### config.mk
export PLATFORM = sky130hd
export DESIGN_NAME = axis_pixel_op
export DESIGN_NICKNAME = d
export VERILOG_FILES = /design/src/rtl/axis_pixel_pkg.sv /design/src/rtl/axis_skid_buffer.sv /design/src/rtl/axis_pixel_op.sv
export SDC_FILE = /design/constraint.sdc
export NUM_CORES = 1
export LEC_CHECK = 0
export ABC_AREA = 1
export BUFFER_PORTS_ARGS = -buffer_cell sky130_fd_sc_hd__buf_2
export CORE_AREA = 2 2 138 140
export CTS_CLUSTER_SIZE = 16
export DETAILED_ROUTE_END_ITERATION = 10
export DIE_AREA = 0 0 140 142
export PLACE_DENSITY = 0.7
export SETUP_SLACK_MARGIN = 0.5
export SYNTH_ARGS = -nofsm -noshare
export SYNTH_HDL_FRONTEND = slang
export SYNTH_SLANG_ARGS = --single-unit
### constraint.sdc
create_clock -name axi_clk -period 3.06 [get_ports axi_clk]
set_input_delay 0.612 -clock axi_clk [delete_from_list [all_inputs] [get_ports axi_clk]]
set_output_delay 0.612 -clock axi_clk [all_outputs]
set_load 0.005 [all_outputs]
### src/rtl/axis_pixel_pkg.sv
// Shared definitions for the AXI4-Stream pixel operation stage: mode encodings
// and the per-lane transfer function.
package axis_pixel_pkg;

  localparam logic [1:0] MODE_PASS = 2'd0;
  localparam logic [1:0] MODE_INV  = 2'd1;
  localparam logic [1:0] MODE_THR  = 2'd2;
  localparam logic [1:0] MODE_BRT  = 2'd3;

  // Lane values are carried zero-extended in 32 bits so one function serves any
  // lane width up to 32; width selects the saturation ceiling.
  function automatic logic [31:0] lane_op(input logic [1:0]  mode,
                                          input logic [31:0] x,
                                          input logic [31:0] param,
                                          input int unsigned width);
    logic [32:0] max_v;
    logic [32:0] sum;
    max_v = (33'd1 << width) - 33'd1;
    // One guard bit so the brighten overflow is visible before saturation.
    sum   = {1'b0, x} + {1'b0, param};
    case (mode)
      MODE_INV: lane_op = max_v[31:0] - x;
      MODE_THR: lane_op = (x >= param) ? max_v[31:0] : 32'd0;
      MODE_BRT: lane_op = (sum > max_v) ? max_v[31:0] : sum[31:0];
      default:  lane_op = x;
    endcase
  endfunction

endpackage

### src/rtl/axis_skid_buffer.sv
// Two-entry register slice: an output register plus a skid register, with the
// upstream ready taken straight from a flop so it never depends on out_ready_i.
module axis_skid_buffer #(
  parameter int unsigned WIDTH = 33
) (
  input  logic             clk_i,
  input  logic             rst_i,
  input  logic             in_valid_i,
  input  logic [WIDTH-1:0] in_data_i,
  output logic             in_ready_o,
  output logic             out_valid_o,
  output logic [WIDTH-1:0] out_data_o,
  input  logic             out_ready_i
);

  logic             out_valid_q, out_valid_d;
  logic [WIDTH-1:0] out_data_q, out_data_d;
  logic             skid_valid_q, skid_valid_d;
  logic [WIDTH-1:0] skid_data_q, skid_data_d;
  logic             ready_q;
  logic             in_fire;

  assign in_fire     = in_valid_i & ready_q;
  assign in_ready_o  = ready_q;
  assign out_valid_o = out_valid_q;
  assign out_data_o  = out_data_q;

  // Next-state: refill the output from skid first (ordering), else from input.
  always_comb begin
    out_valid_d  = out_valid_q;
    out_data_d   = out_data_q;
    skid_valid_d = skid_valid_q;
    skid_data_d  = skid_data_q;
    if (!out_valid_q || out_ready_i) begin
      if (skid_valid_q) begin
        out_valid_d  = 1'b1;
        out_data_d   = skid_data_q;
        skid_valid_d = 1'b0;
      end else begin
        out_valid_d = in_fire;
        if (in_fire) begin
          out_data_d = in_data_i;
        end
      end
    end else if (in_fire) begin
      // Output stalled: park the beat; ready_q is low while skid is occupied.
      skid_valid_d = 1'b1;
      skid_data_d  = in_data_i;
    end
  end

  // State registers; ready is the registered complement of skid occupancy.
  always_ff @(posedge clk_i) begin
    if (rst_i) begin
      out_valid_q  <= 1'b0;
      out_data_q   <= '0;
      skid_valid_q <= 1'b0;
      skid_data_q  <= '0;
      ready_q      <= 1'b1;
    end else begin
      out_valid_q  <= out_valid_d;
      out_data_q   <= out_data_d;
      skid_valid_q <= skid_valid_d;
      skid_data_q  <= skid_data_d;
      ready_q      <= ~skid_valid_d;
    end
  end

endmodule

### src/rtl/axis_pixel_op.sv
// AXI4-Stream per-lane pixel operation (pass/invert/threshold/brighten) with
// frame-coherent mode latching, skid-buffered output and a frame counter.
module axis_pixel_op
  import axis_pixel_pkg::*;
#(
  parameter int unsigned DATA_WIDTH = 32,
  parameter int unsigned LANE_WIDTH = 8,
  parameter int unsigned CNT_WIDTH  = 16
) (
  input  logic                  axi_clk,
  input  logic                  axi_rsr_m,
  input  logic                  s_axis_valid,
  input  logic [DATA_WIDTH-1:0] s_axis_data,
  input  logic                  s_axis_last,
  output logic                  s_axis_ready,
  output logic                  m_axis_valid,
  output logic [DATA_WIDTH-1:0] m_axis_data,
  output logic                  m_axis_last,
  input  logic                  m_axis_ready,
  input  logic [1:0]            cfg_mode,
  input  logic [LANE_WIDTH-1:0] cfg_param,
  output logic [CNT_WIDTH-1:0]  frame_count
);

  localparam int unsigned NumLanes = DATA_WIDTH / LANE_WIDTH;

  logic                  sop_q;
  logic [1:0]            mode_q;
  logic [LANE_WIDTH-1:0] param_q;
  logic [CNT_WIDTH-1:0]  frame_count_q;
  logic                  in_fire;
  logic [1:0]            eff_mode;
  logic [LANE_WIDTH-1:0] eff_param;
  logic [DATA_WIDTH-1:0] lane_data;
  logic [DATA_WIDTH:0]   out_bus;

  assign in_fire     = s_axis_valid & s_axis_ready;
  // The first beat of a packet uses live cfg; the rest use the latched copy.
  assign eff_mode    = sop_q ? cfg_mode : mode_q;
  assign eff_param   = sop_q ? cfg_param : param_q;
  assign frame_count = frame_count_q;
  assign m_axis_data = out_bus[DATA_WIDTH-1:0];
  assign m_axis_last = out_bus[DATA_WIDTH];

  // Apply the selected operation to every lane of the incoming beat.
  always_comb begin
    lane_data = '0;
    for (int i = 0; i < NumLanes; i++) begin
      lane_data[i*LANE_WIDTH +: LANE_WIDTH] = LANE_WIDTH'(lane_op(
          eff_mode, 32'(s_axis_data[i*LANE_WIDTH +: LANE_WIDTH]), 32'(eff_param), LANE_WIDTH));
    end
  end

  // Track start-of-packet and latch cfg on the first accepted beat of each packet.
  always_ff @(posedge axi_clk) begin
    if (axi_rsr_m) begin
      sop_q   <= 1'b1;
      mode_q  <= MODE_PASS;
      param_q <= '0;
    end else if (in_fire) begin
      sop_q <= s_axis_last;
      if (sop_q) begin
        mode_q  <= cfg_mode;
        param_q <= cfg_param;
      end
    end
  end

  // Count packets completed on the master side; wraps naturally.
  always_ff @(posedge axi_clk) begin
    if (axi_rsr_m) begin
      frame_count_q <= '0;
    end else if (m_axis_valid && m_axis_ready && m_axis_last) begin
      frame_count_q <= frame_count_q + CNT_WIDTH'(1);
    end
  end

  axis_skid_buffer #(
    .WIDTH(DATA_WIDTH + 1)
  ) u_skid (
    .clk_i      (axi_clk),
    .rst_i      (axi_rsr_m),
    .in_valid_i (s_axis_valid),
    .in_data_i  ({s_axis_last, lane_data}),
    .in_ready_o (s_axis_ready),
    .out_valid_o(m_axis_valid),
    .out_data_o (out_bus),
    .out_ready_i(m_axis_ready)
  );

endmodule

==> qor.yml, run 1 <==
outcome: "finished with violations"
violations: "DRC"
cp_top_family: "simple AND/OR/NAND/NOR gates"
p_clk_frac: 0.261
start_util: 0.390
wl_per_cell_um: 14.7
synth.distinct_cells: 40
core_area_mm2: 0.0185
worst_setup_path_end_kind: "flip-flop"
yosys.area_share.adder: 0.136
period_share: 0.855
die-area_mm2: 0.0199
synthCells: 1131
arrival_ns: 2.82
cts_buffer_depth: 2
crit_type: "reg2reg"
slew-limit-headroom: 0.140
postCtsHoldBufs: 0
rsz0062_at_grt: "yes"
power.total_mw: 4.17
synth_compound_area_frac: 0.160
synth_top_area_frac: 0.267
seq_area_frac_synth: 0.267
cpMostUsedCell: "nand2_1"
ir_worst_vdd_mv: 0.229
gp_congestion: 0.942
vias_per_cell: 5.01
synth_top_family_by_area: "simple AND/OR/NAND/NOR gates"
grt_pass1_vias: 6594
ys_ff_latch: 96
p_leak_nw: 4.63
maxCapViolCount: 0
synthTopCellsByArea: "dfxtp_1 (27%), nand2_1 (15%), ha_1 (13%)"
fillCellCount: 1809
cp_slowest_stage_delay_ns: 0.40
firstDrtPassIters: 8
period_needed_ns: 2.62
slew_viol_final: 0
p_int_mw: 2.60
tritoncts: "built"
die_h_um: 142
synthXorXnorAreaFrac: 0.0158
critical_path.max_fanout: 6
fin_setup_tns_ns: 0
syn_nets: 1254
pin_count: 98
cts_made_buffers: 9
clkTransAtPathRegs_ns: 0.07
crit_path_start_kind: "flip-flop"
switchingPower_mw: 1.57
areaGrowthSynthToFinish_pct: 30.2
antenna_left: 0
finalSetupViolCount: 0
drc_errors: 11
tightest_slew_ns: 1.29
vias: 7540
rows: 50
cts_num_sinks: 96
synthesis.area_mm2: 0.00719
drtIter0Drc: 583
regArea_mm2: 0.00193
max_freq_ghz: 0.382
drive_gt1_frac: 0.256
grt_max_degree: 50
path_buf_inv: 3
path_cells: "buf_12, nand2_1, o21ai_0, buf_4, ha_1, inv_1, nand2_1, nand2_1, a21oi_1, nand2_1, nand2_1, nand3_4, nand2_2, nand4_1, o21bai_1, a21oi_1"
hold_viol: 0
clockRootBuffer: "clkbuf_16"
p_seq_frac: 0.330
power.density_mw_per_mm2: 445
worstPathRequired_ns: 3.26
syn_avg_cell_area_um2: 6.36
yosysWarnings: 0
yosys.area_share.simple: 0.316
multi_input_area_mm2: 0.00514
place_hpwl_um: 16000
grt.total_usage: 0.214
synthMuxAreaShare: 0
layout.nets: 1390
die_width_um: 140
crit_path_top_delay_cell: "dfxtp_4"
grt_pass1_wl_um: 34600
grt_overflow: 0
wl_um: 22100
num_antenna_cells: 0
yosysTopAreaCell: "dfxtp_1"
p_sw_frac: 0.377
grt_antenna_before_repair: 0
insertion_delay_ns: 0.36
io_buffers: 97
p_comb_frac: 0.409
clock_skew_ns: 0.0169
hold_class: "reg2reg"
h-tree-depth: 3
registers in the layout (all words and copies together), names as in the netlist:
register / cells
u_skid.skid_data_q: 33
sop_q: 1
u_skid.in_ready_o: 1
u_skid.skid_valid_q: 1
param_q: 8
frame_count: 16
mode_q: 2
u_skid.out_data_o: 33
u_skid.out_valid_o: 1
worst register-to-register path, delay by kind of cell, from the launching register on:
kind,cells,cell delay (ns)
simple gates,8,0.70
compound gates,4,0.56
buf+inv,3,0.43
flops,1,0.40
fa+ha+maj,1,0.39
cells in the mapped netlist, drive strengths merged:
library cell    n
o211ai          1
nor3b           1
dfxtp          96
a41oi           1
a21oi         100
ha             72
a21o            2
a31oi           1
nand4          38
and2            5
fa              4
o21bai          8
nor3            8
inv           150
nand3b          1
o21ai          83
clkinv          1
a211oi          6
nand2         294
nor2          148
or2             1
nand3          50
o21a            6
clkbuf         29
xnor2           2
xor2           11
buf            12
area by class of cell:
cell class	instances	share of cell area
clock buffers	11	0.0259
clock inverters	5	0.00414
inverters	151	0.0624
multi-input cells	843	0.548
flip-flops and latches	96	0.206
well taps	234	0.0313
repair buffers	166	0.122
through the flow:
stage	util	setup slack [ns]	cell area (um^2)	hold slack, ns	std cells
floorplan	-	0.499	7210	0.436	1131
global placement	0.442	0.118	8150	0.448	1458
detailed placement	0.442	0.114	8150	0.454	1458
CTS	0.474	0.444	8750	0.465	1485
global route	0.508	0.241	9370	0.476	1506
finish	0.508	0.444	9370	0.460	1506
cells in the final DEF (no fill, tap or decap), drive strengths merged, types with 12 or more instances in the layout:
cell type	count
a21oi	100
buf	165
clkbuf	12
dfxtp	96
ha	72
inv	149
nand2	294
nand3	50
nand4	38
nor2	148
o21ai	83
timing repair:
| item | CTS | global route |
|---|---|---|
| buffers inserted | 9 | 20 |
| endpoints found under the setup margin | 44 | 62 |
| resized for setup | 50 | 130 |
| cloned | 2 | 1 |
| pin swaps | 11 | 61 |
final timing paths:
kind / from / endpoint / slack [ns] / depth (start not counted)
worst max register to register: sop_q / u_skid.out_data_o[7] / 0.44 / 16
worst min-delay path: u_skid.out_data_o[3] / u_skid.out_data_o[3] / 0.46 / 2
worst max-delay path: sop_q / u_skid.out_data_o[7] / 0.44 / 16
worst min register to register: u_skid.out_data_o[3] / u_skid.out_data_o[3] / 0.46 / 2
cell families (layout without fill, tap and decap cells):
group / count (synthesis) / after routing
AO/OA/AOI/OAI: 208 / 208
AND/OR/NAND/NOR: 546 / 546
XOR/XNOR: 13 / 13
adder cells (fa/ha/maj): 76 / 76
buffers and inverters: 192 / 333
flip-flops: 96 / 96
power groups by stage:
stage	logic, mW	registers, mW	clock network (mW)
finish	1.71	1.38	1.09
global route	1.89	1.39	1.15
detailed placement	1.38	1.40	0
CTS	1.49	1.38	1.10
global placement	1.37	1.40	0
floorplan	0.915	1.40	0
per-layer routing:
| layer | global-route usage | up-vias | wire (um) |
|---|---|---|---|
| li1 | - | 3905 | - |
| met1 | 0.316 | 3415 | 10900 |
| met2 | 0.328 | 189 | 9650 |
| met3 | 0.0286 | 31 | 1010 |
| met4 | 0.0611 | 0 | 516 |
| met5 | 0 | - | 0 |
No activity file was read; power rests on OpenSTA's default activity.
==> inputs of run 2 (changes only) <==
- CORE_AREA: 2 2 138 140 -> 2 2 178 180
- DIE_AREA: 0 0 140 142 -> 0 0 180 182
- PLACE_DENSITY: 0.7 -> 0.52
- SYNTH_HIERARCHICAL: unset -> 1
==> run 2 against run 1 <==
- the flow now finishes without violations
- worst hold slack better by 0.020 ns
- clock power up 16%
- maximum frequency down 0.55%
- clock skew down 0.0048 ns
- final area up 1.1%
- critical path depth up 2
- global-route usage down 7.6 points
==> qor.yml, run 2 <==
dp_worst_setup_slack_ns: -0.00729  # -0.121 ns
grt.total_usage: 0.139  # -0.0756
drive_gt1_frac: 0.189  # -0.0662
finalSetupViolCount: 0  # unchanged
h-tree-depth: 3  # unchanged
cts_made_buffers: 9  # unchanged
outcome: "completed"
synth_top_area_frac: 0.253  # -0.0139
hold_class: "reg2reg"
vias: 7577  # +0.49%
worstPathRequired_ns: 3.30  # +0.04 ns
period_needed_ns: 2.63  # +0.0146 ns
crit_path_start_kind: "flip-flop"
slew_viol_final: 0  # unchanged
cpMostUsedCell: "nand2_2"
place_hpwl_um: 17500  # +9.4%
syn_avg_cell_area_um2: 6.02  # -5.3%
areaGrowthSynthToFinish_pct: 24.8
async_flop_share: 0  # unchanged
synth.distinct_cells: 31  # -23%
grt_antenna_before_repair: 2  # +2
start_util: 0.245  # -0.145
critical_path.max_fanout: 8  # +2
insertion_delay_ns: 0.35  # about the same
layout.nets: 1497  # +7.7%
clkTransAtPathRegs_ns: 0.07  # about the same
tritoncts: "built"
synth_edf_count: 0  # unchanged
mostFrequentLayoutCells: "nand2_1 (378), inv_1 (192), nor2_1 (169), buf_2 (97), dfxtp_1 (94)"
wl_um: 22900  # +3.8%
path_cells: "buf_6, nand2_2, o21ai_2, buf_6, clkinvlp_4, ha_4, nand2_2, nand2_2, nand2_2, nand2_2, a21oi_4, nand3_2, nand2_1, nand4_1, inv_1, o21ai_1, nor2_1, nor2_1"
ys_ff_latch: 96  # unchanged
ys.flop_type: "dfxtp_1"
rows: 65  # +30%
dp.cells: 1745  # +20%
postCtsHoldBufs: 0  # unchanged
die-area_mm2: 0.0328  # +65%
finalInstanceArea_mm2: 0.00947  # +1.1%
yosysTopAreaCell: "dfxtp_1"
grt_pass1_vias: 6924  # +5.0%
wl_per_cell_um: 12.8  # -12%
grt_overflow: 0  # unchanged
crit_path_top_delay_cell: "dfxtp_4"
grt_pass1_wl_um: 36800  # +6.4%
die_h_um: 182  # +28%
vias_per_cell: 4.25  # -15%
antenna_left: 0  # unchanged
tightest_slew_ns: 0.693  # -0.595 ns
pin_count: 98  # unchanged
io_buffers: 97  # unchanged
drc_errors: 0  # -11
cts_num_sinks: 96  # unchanged
clock_skew_ns: 0.0121  # -0.00476 ns
die_width_um: 180  # +29%
grt_max_degree: 67  # +34%
final_cells: 1783  # +18%
power.density_mw_per_mm2: 449  # +0.85%
drtIter0Drc: 487  # -16%
clockRootBuffer: "clkbuf_16"
synthTopCellsByArea: "dfxtp_1 (25%), nand2_1 (20%), ha_1 (12%)"
p_leak_nw: 4.79  # +3.6%
power.total_mw: 4.25  # +2.0%
core_area_mm2: 0.0310  # +68%
placed_area_mm2: 0.00865  # +6.1%
fin_setup_tns_ns: 0  # unchanged
cts_buffer_depth: 2  # unchanged
ir_worst_vdd_mv: 0.309  # +35%
yosysMostFrequentCell: "nand2_1"
seq_area_frac_synth: 0.253  # -0.0139
reg2regPathDepth: 18  # +2
fillCellCount: 3397  # +88%
synth_commonest_cells: "nand2_1 (395), inv_1 (208), nor2_1 (175)"
max_freq_ghz: 0.380  # -0.55%
syn_nets: 1383  # +10%
rsz0062_at_grt: "yes"
synthesis.area_mm2: 0.00759  # +5.5%
slew-limit-headroom: 0.538  # +0.398
holdPathStages: 2  # unchanged
period_share: 0.860  # +0.00476
maxCapViolCount: 0  # unchanged
gp_congestion: 0.880  # -6.6%
worst_setup_path_end_kind: "flip-flop"
firstDrtPassIters: 5  # -3
yosysWarnings: 6  # +6
cp_slowest_stage_delay_ns: 0.41  # about the same
crit_type: "reg2reg"
setup_ws_ns: 0.430  # -0.0146 ns
final_common_cell: "nand2_1"
synthCells: 1260  # +11%
arrival_ns: 2.87  # +0.05 ns
hold_viol: 0  # unchanged
run 2: cell types whose count changed in the layout (fill, tap and decap cells not counted), moves of 5 or more:
cell | previous run | this run
nand2_1 | 260 | 378
inv_1 | 127 | 192
a21oi_1 | 86 | 45
nor2_1 | 137 | 169
buf_4 | 55 | 37
nand2_2 | 31 | 18
nand4_1 | 38 | 51
ha_4 | 21 | 9
ha_1 | 44 | 52
o21ai_1 | 22 | 14
a21oi_2 | 10 | 5
nand3_1 | 38 | 33
run 2: final cells by class:
class                   count  area, um^2  share of cell area
flip-flops and latches     96        1930               0.203
clock buffers              12         256              0.0271
inverters                 212         815              0.0860
repair buffers            146         925              0.0976
well taps                 402         503              0.0531
multi-input cells         909        4960               0.524
clock inverters             4        76.3             0.00806
diodes                      2        5.00            0.000528
run 2: metrics by stage:
stage	hold slack [ns]	util
global route	0.505	0.306
CTS	0.472	0.299
detailed placement	0.471	0.279
global placement	0.462	0.279
floorplan	0.455	-
finish	0.480	0.306
run 2: worst paths after layout:
check | slack (ns) | start | to
worst max-delay path | 0.43 | sop_q | u_skid/out_data_o[22]
worst min-delay path | 0.48 | u_skid/skid_data_q[6] | u_skid/skid_data_q[6]
worst max register to register | 0.43 | sop_q | u_skid/out_data_o[22]
worst min register to register | 0.48 | u_skid/skid_data_q[6] | u_skid/skid_data_q[6]
run 2: logic make-up after synthesis:
kind of cell,count (synthesis),share of synthesized area
buf+inv,255,0.134
simple gates,687,0.375
compound gates,135,0.0956
fa+ha+maj,76,0.129
xor+xnor,11,0.0127
flops,96,0.253
run 2: critical path: cells and delay by family, from the launching register on:
kind / cells / cell delay (ns)
flip-flops: 1 / 0.41
AO/OA/AOI/OAI: 3 / 0.34
buffers and inverters: 4 / 0.65
AND/OR/NAND/NOR: 10 / 0.86
adder cells (fa/ha/maj): 1 / 0.23
run 2: what timing repair did:
action / 4_1_cts / 5_1_grt
pin swaps: 39 / 34
buffers inserted: 15 / 5
endpoints found under the setup margin: 64 / 64
gates resized for setup: 59 / 50
run 2: routing by layer:
layer	global-route usage	part of all wire	up-vias
li1	-	-	4110
met1	0.194	0.50	3332
met2	0.223	0.45	121
met3	0.0207	0.036	14
met4	0.0335	0.012	0
met5	0	0	-
run 2: power by group:
group          internal [mW]  switching (mW)  leakage [nW]
Clock                  0.763           0.493         0.159
Combinational          0.609            1.01          3.85
Sequential              1.33          0.0459         0.788
==> inputs of run 3 (changes only) <==
- PLACE_DENSITY: 0.52 -> 0.42
==> run 3 against run 2 <==
- sequential share of layout area is 1.8 points lower
- critical endpoint is now u_skid/out_data_o[17]
- maximum frequency is 1.0% lower
- clock skew rose by 0.0037 ns
- die area did not move
- total power increased by 6.5%
- sequential power barely moved
- global-route usage grew 1.3 points
- first-iteration DRC count is 14% lower
- critical path depth unchanged
- routed wire length is 8.2% higher
- combinational power is 17% higher
- utilization up 3.0 points
==> qor.yml, run 3 (synthesis results as in run 2) <==
outcome: "completed"
postCtsHoldBufs: 0  # unchanged
switchingPower_mw: 1.69  # +9.0%
antenna_left: 0  # unchanged
slew_viol_final: 0  # unchanged
cts_num_sinks: 96  # unchanged
setup_ws_ns: 0.402  # -0.0275 ns
die_h_um: 182  # unchanged
hold_class: "reg2reg"
firstDrtPassIters: 4  # -1
crit_path_start_kind: "flip-flop"
dp_worst_setup_slack_ns: 0.0637  # +0.0710 ns
utilization: 0.336  # +0.0300
place_hpwl_um: 18000  # +2.8%
core_area_mm2: 0.0310  # unchanged
rrSetupSlack_ns: 0.40  # -0.03 ns
drc_errors: 0  # unchanged
p_comb_frac: 0.419  # +0.039
p_leak_nw: 5.05  # +5.3%
grt_max_degree: 67  # unchanged
p_clk_frac: 0.274  # -0.021
p_seq_frac: 0.307  # -0.017
finalSetupViolCount: 0  # unchanged
wl_per_cell_um: 13.6  # +6.2%
period_share: 0.869  # +0.00899
tightest_slew_ns: 0.751  # +0.0579 ns
path_cells: "buf_6, buf_16, o21ai_4, buf_6, clkinvlp_4, buf_6, ha_4, nor2_4, nand2_2, a21oi_4, buf_6, nand2_1, nand2_1, nand4_1, inv_2, o21ai_1, nor2_1, nor2_1"
vias: 7754  # +2.3%
p_sw_frac: 0.372  # +0.00854
io_buffers: 97  # unchanged
tritoncts: "built"
cts_buffer_depth: 2  # unchanged
worstPathRequired_ns: 3.31  # about the same
crit_type: "reg2reg"
vias_per_cell: 4.27  # +0.48%
clockRootBuffer: "clkbuf_16"
crit_path_top_delay_cell: "dfxtp_4"
mostFrequentLayoutCells: "nand2_1 (367), inv_1 (171), nor2_1 (164), buf_2 (97), dfxtp_1 (94)"
die-area_mm2: 0.0328  # unchanged
final_common_cell: "nand2_1"
max_freq_ghz: 0.376  # -1.0%
period_needed_ns: 2.66  # +0.0275 ns
insertion_delay_ns: 0.37  # +0.02 ns
grt_antenna_before_repair: 3  # +1
arrival_ns: 2.91  # +0.04 ns
ir_worst_vdd_mv: 0.283  # -8.4%
drtIter0Drc: 421  # -14%
rsz0062_at_grt: "yes"
areaGrowthSynthToFinish_pct: 37.0
grt_overflow: 0  # unchanged
fin_setup_tns_ns: 0  # unchanged
start_util: 0.245  # unchanged
worst_setup_path_end_kind: "flip-flop"
gp_congestion: 0.852  # -3.2%
wl_um: 24800  # +8.2%
power.total_mw: 4.53  # +6.5%
rows: 65  # unchanged
clkTransAtPathRegs_ns: 0.08  # about the same
layout.nets: 1530  # +2.2%
p_int_mw: 2.84  # +5.0%
pin_count: 98  # unchanged
h-tree-depth: 3  # unchanged
grt.total_usage: 0.152  # +0.0131
hold_viol: 0  # unchanged
slew-limit-headroom: 0.499  # -0.0386
maxCapViolCount: 0  # unchanged
critical_path.max_fanout: 6  # -2
cts_made_buffers: 9  # unchanged
cpMostUsedCell: "buf_6"
cp_slowest_stage_delay_ns: 0.39  # -0.02 ns
drive_gt1_frac: 0.266  # +0.0763
grt_pass1_wl_um: 39500  # +7.3%
power.density_mw_per_mm2: 435  # -3.0%
die_width_um: 180  # unchanged
grt_pass1_vias: 7242  # +4.6%
clock_skew_ns: 0.0158  # +0.00369 ns
## run 3: changes by cell type in the layout (fill, tap and decap cells not counted), sizes merged
| cell | change |
|---|---|
| inv | -2 |
| buf | +32 |
| clkinv | +1 |
| bufinv | -1 |
| clkbuf | +3 |
## run 3: metal layers
layer | vias to the layer above | share of wire | GRT usage
met2 | 107 | 0.43 | 0.233
met1 | 3435 | 0.52 | 0.217
met3 | 21 | 0.026 | 0.0229
li1 | 4191 | - | -
met4 | 0 | 0.018 | 0.0478
met5 | - | 0 | 0
## run 3: cell type report
| type | instances | area (um^2) |
|---|---|---|
| inverter | 212 | 833 |
| fill | 3434 | 20600 |
| timing repair buffer | 179 | 1350 |
| clock inverter | 2 | 35.0 |
| tap | 402 | 503 |
| antenna | 2 | 5.00 |
| clock buffer | 14 | 284 |
| multi-input combinational | 909 | 5460 |
| sequential | 96 | 1930 |
## run 3: final timing paths
| check | depth (start not counted) | startpoint | end |
|---|---|---|---|
| max | 18 | sop_q | u_skid/out_data_o[17] |
| min | 2 | u_skid/skid_data_q[11] | u_skid/skid_data_q[11] |
| max reg2reg | 18 | sop_q | u_skid/out_data_o[17] |
| min reg2reg | 2 | u_skid/skid_data_q[11] | u_skid/skid_data_q[11] |
## run 3: per-stage QoR
stage               hold WS [ns]  cells  cell area (um^2)
global route               0.501   1816             10400
floorplan                  0.455   1260              7620
detailed placement         0.470   1752              8730
CTS                        0.488   1796              9850
finish                     0.482   1816             10400
global placement           0.462   1752              8730
## run 3: repair_timing
action                     4_1_cts  5_1_grt
pin swaps                       26       82
buffers inserted                26       17
cloned                           2        1
resized for setup              121      131
setup endpoints to repair       64       64
## run 3: worst max-delay path: cells and delay by family (launching register included)
kind / cells / cell delay (ns)
compound gates: 3 / 0.40
fa+ha+maj: 1 / 0.16
buf+inv: 7 / 0.97
flops: 1 / 0.39
simple gates: 7 / 0.61
## run 3: power groups by stage
stage / combinational [mW] / clock (mW) / sequential [mW]
2_1_floorplan: 0.993 / 0 / 1.40
3_3_place_gp: 1.51 / 0 / 1.41
3_5_place_dp: 1.50 / 0 / 1.42
4_1_cts: 1.71 / 1.30 / 1.39
5_1_grt: 2.15 / 1.33 / 1.40
6_report: 1.90 / 1.24 / 1.39
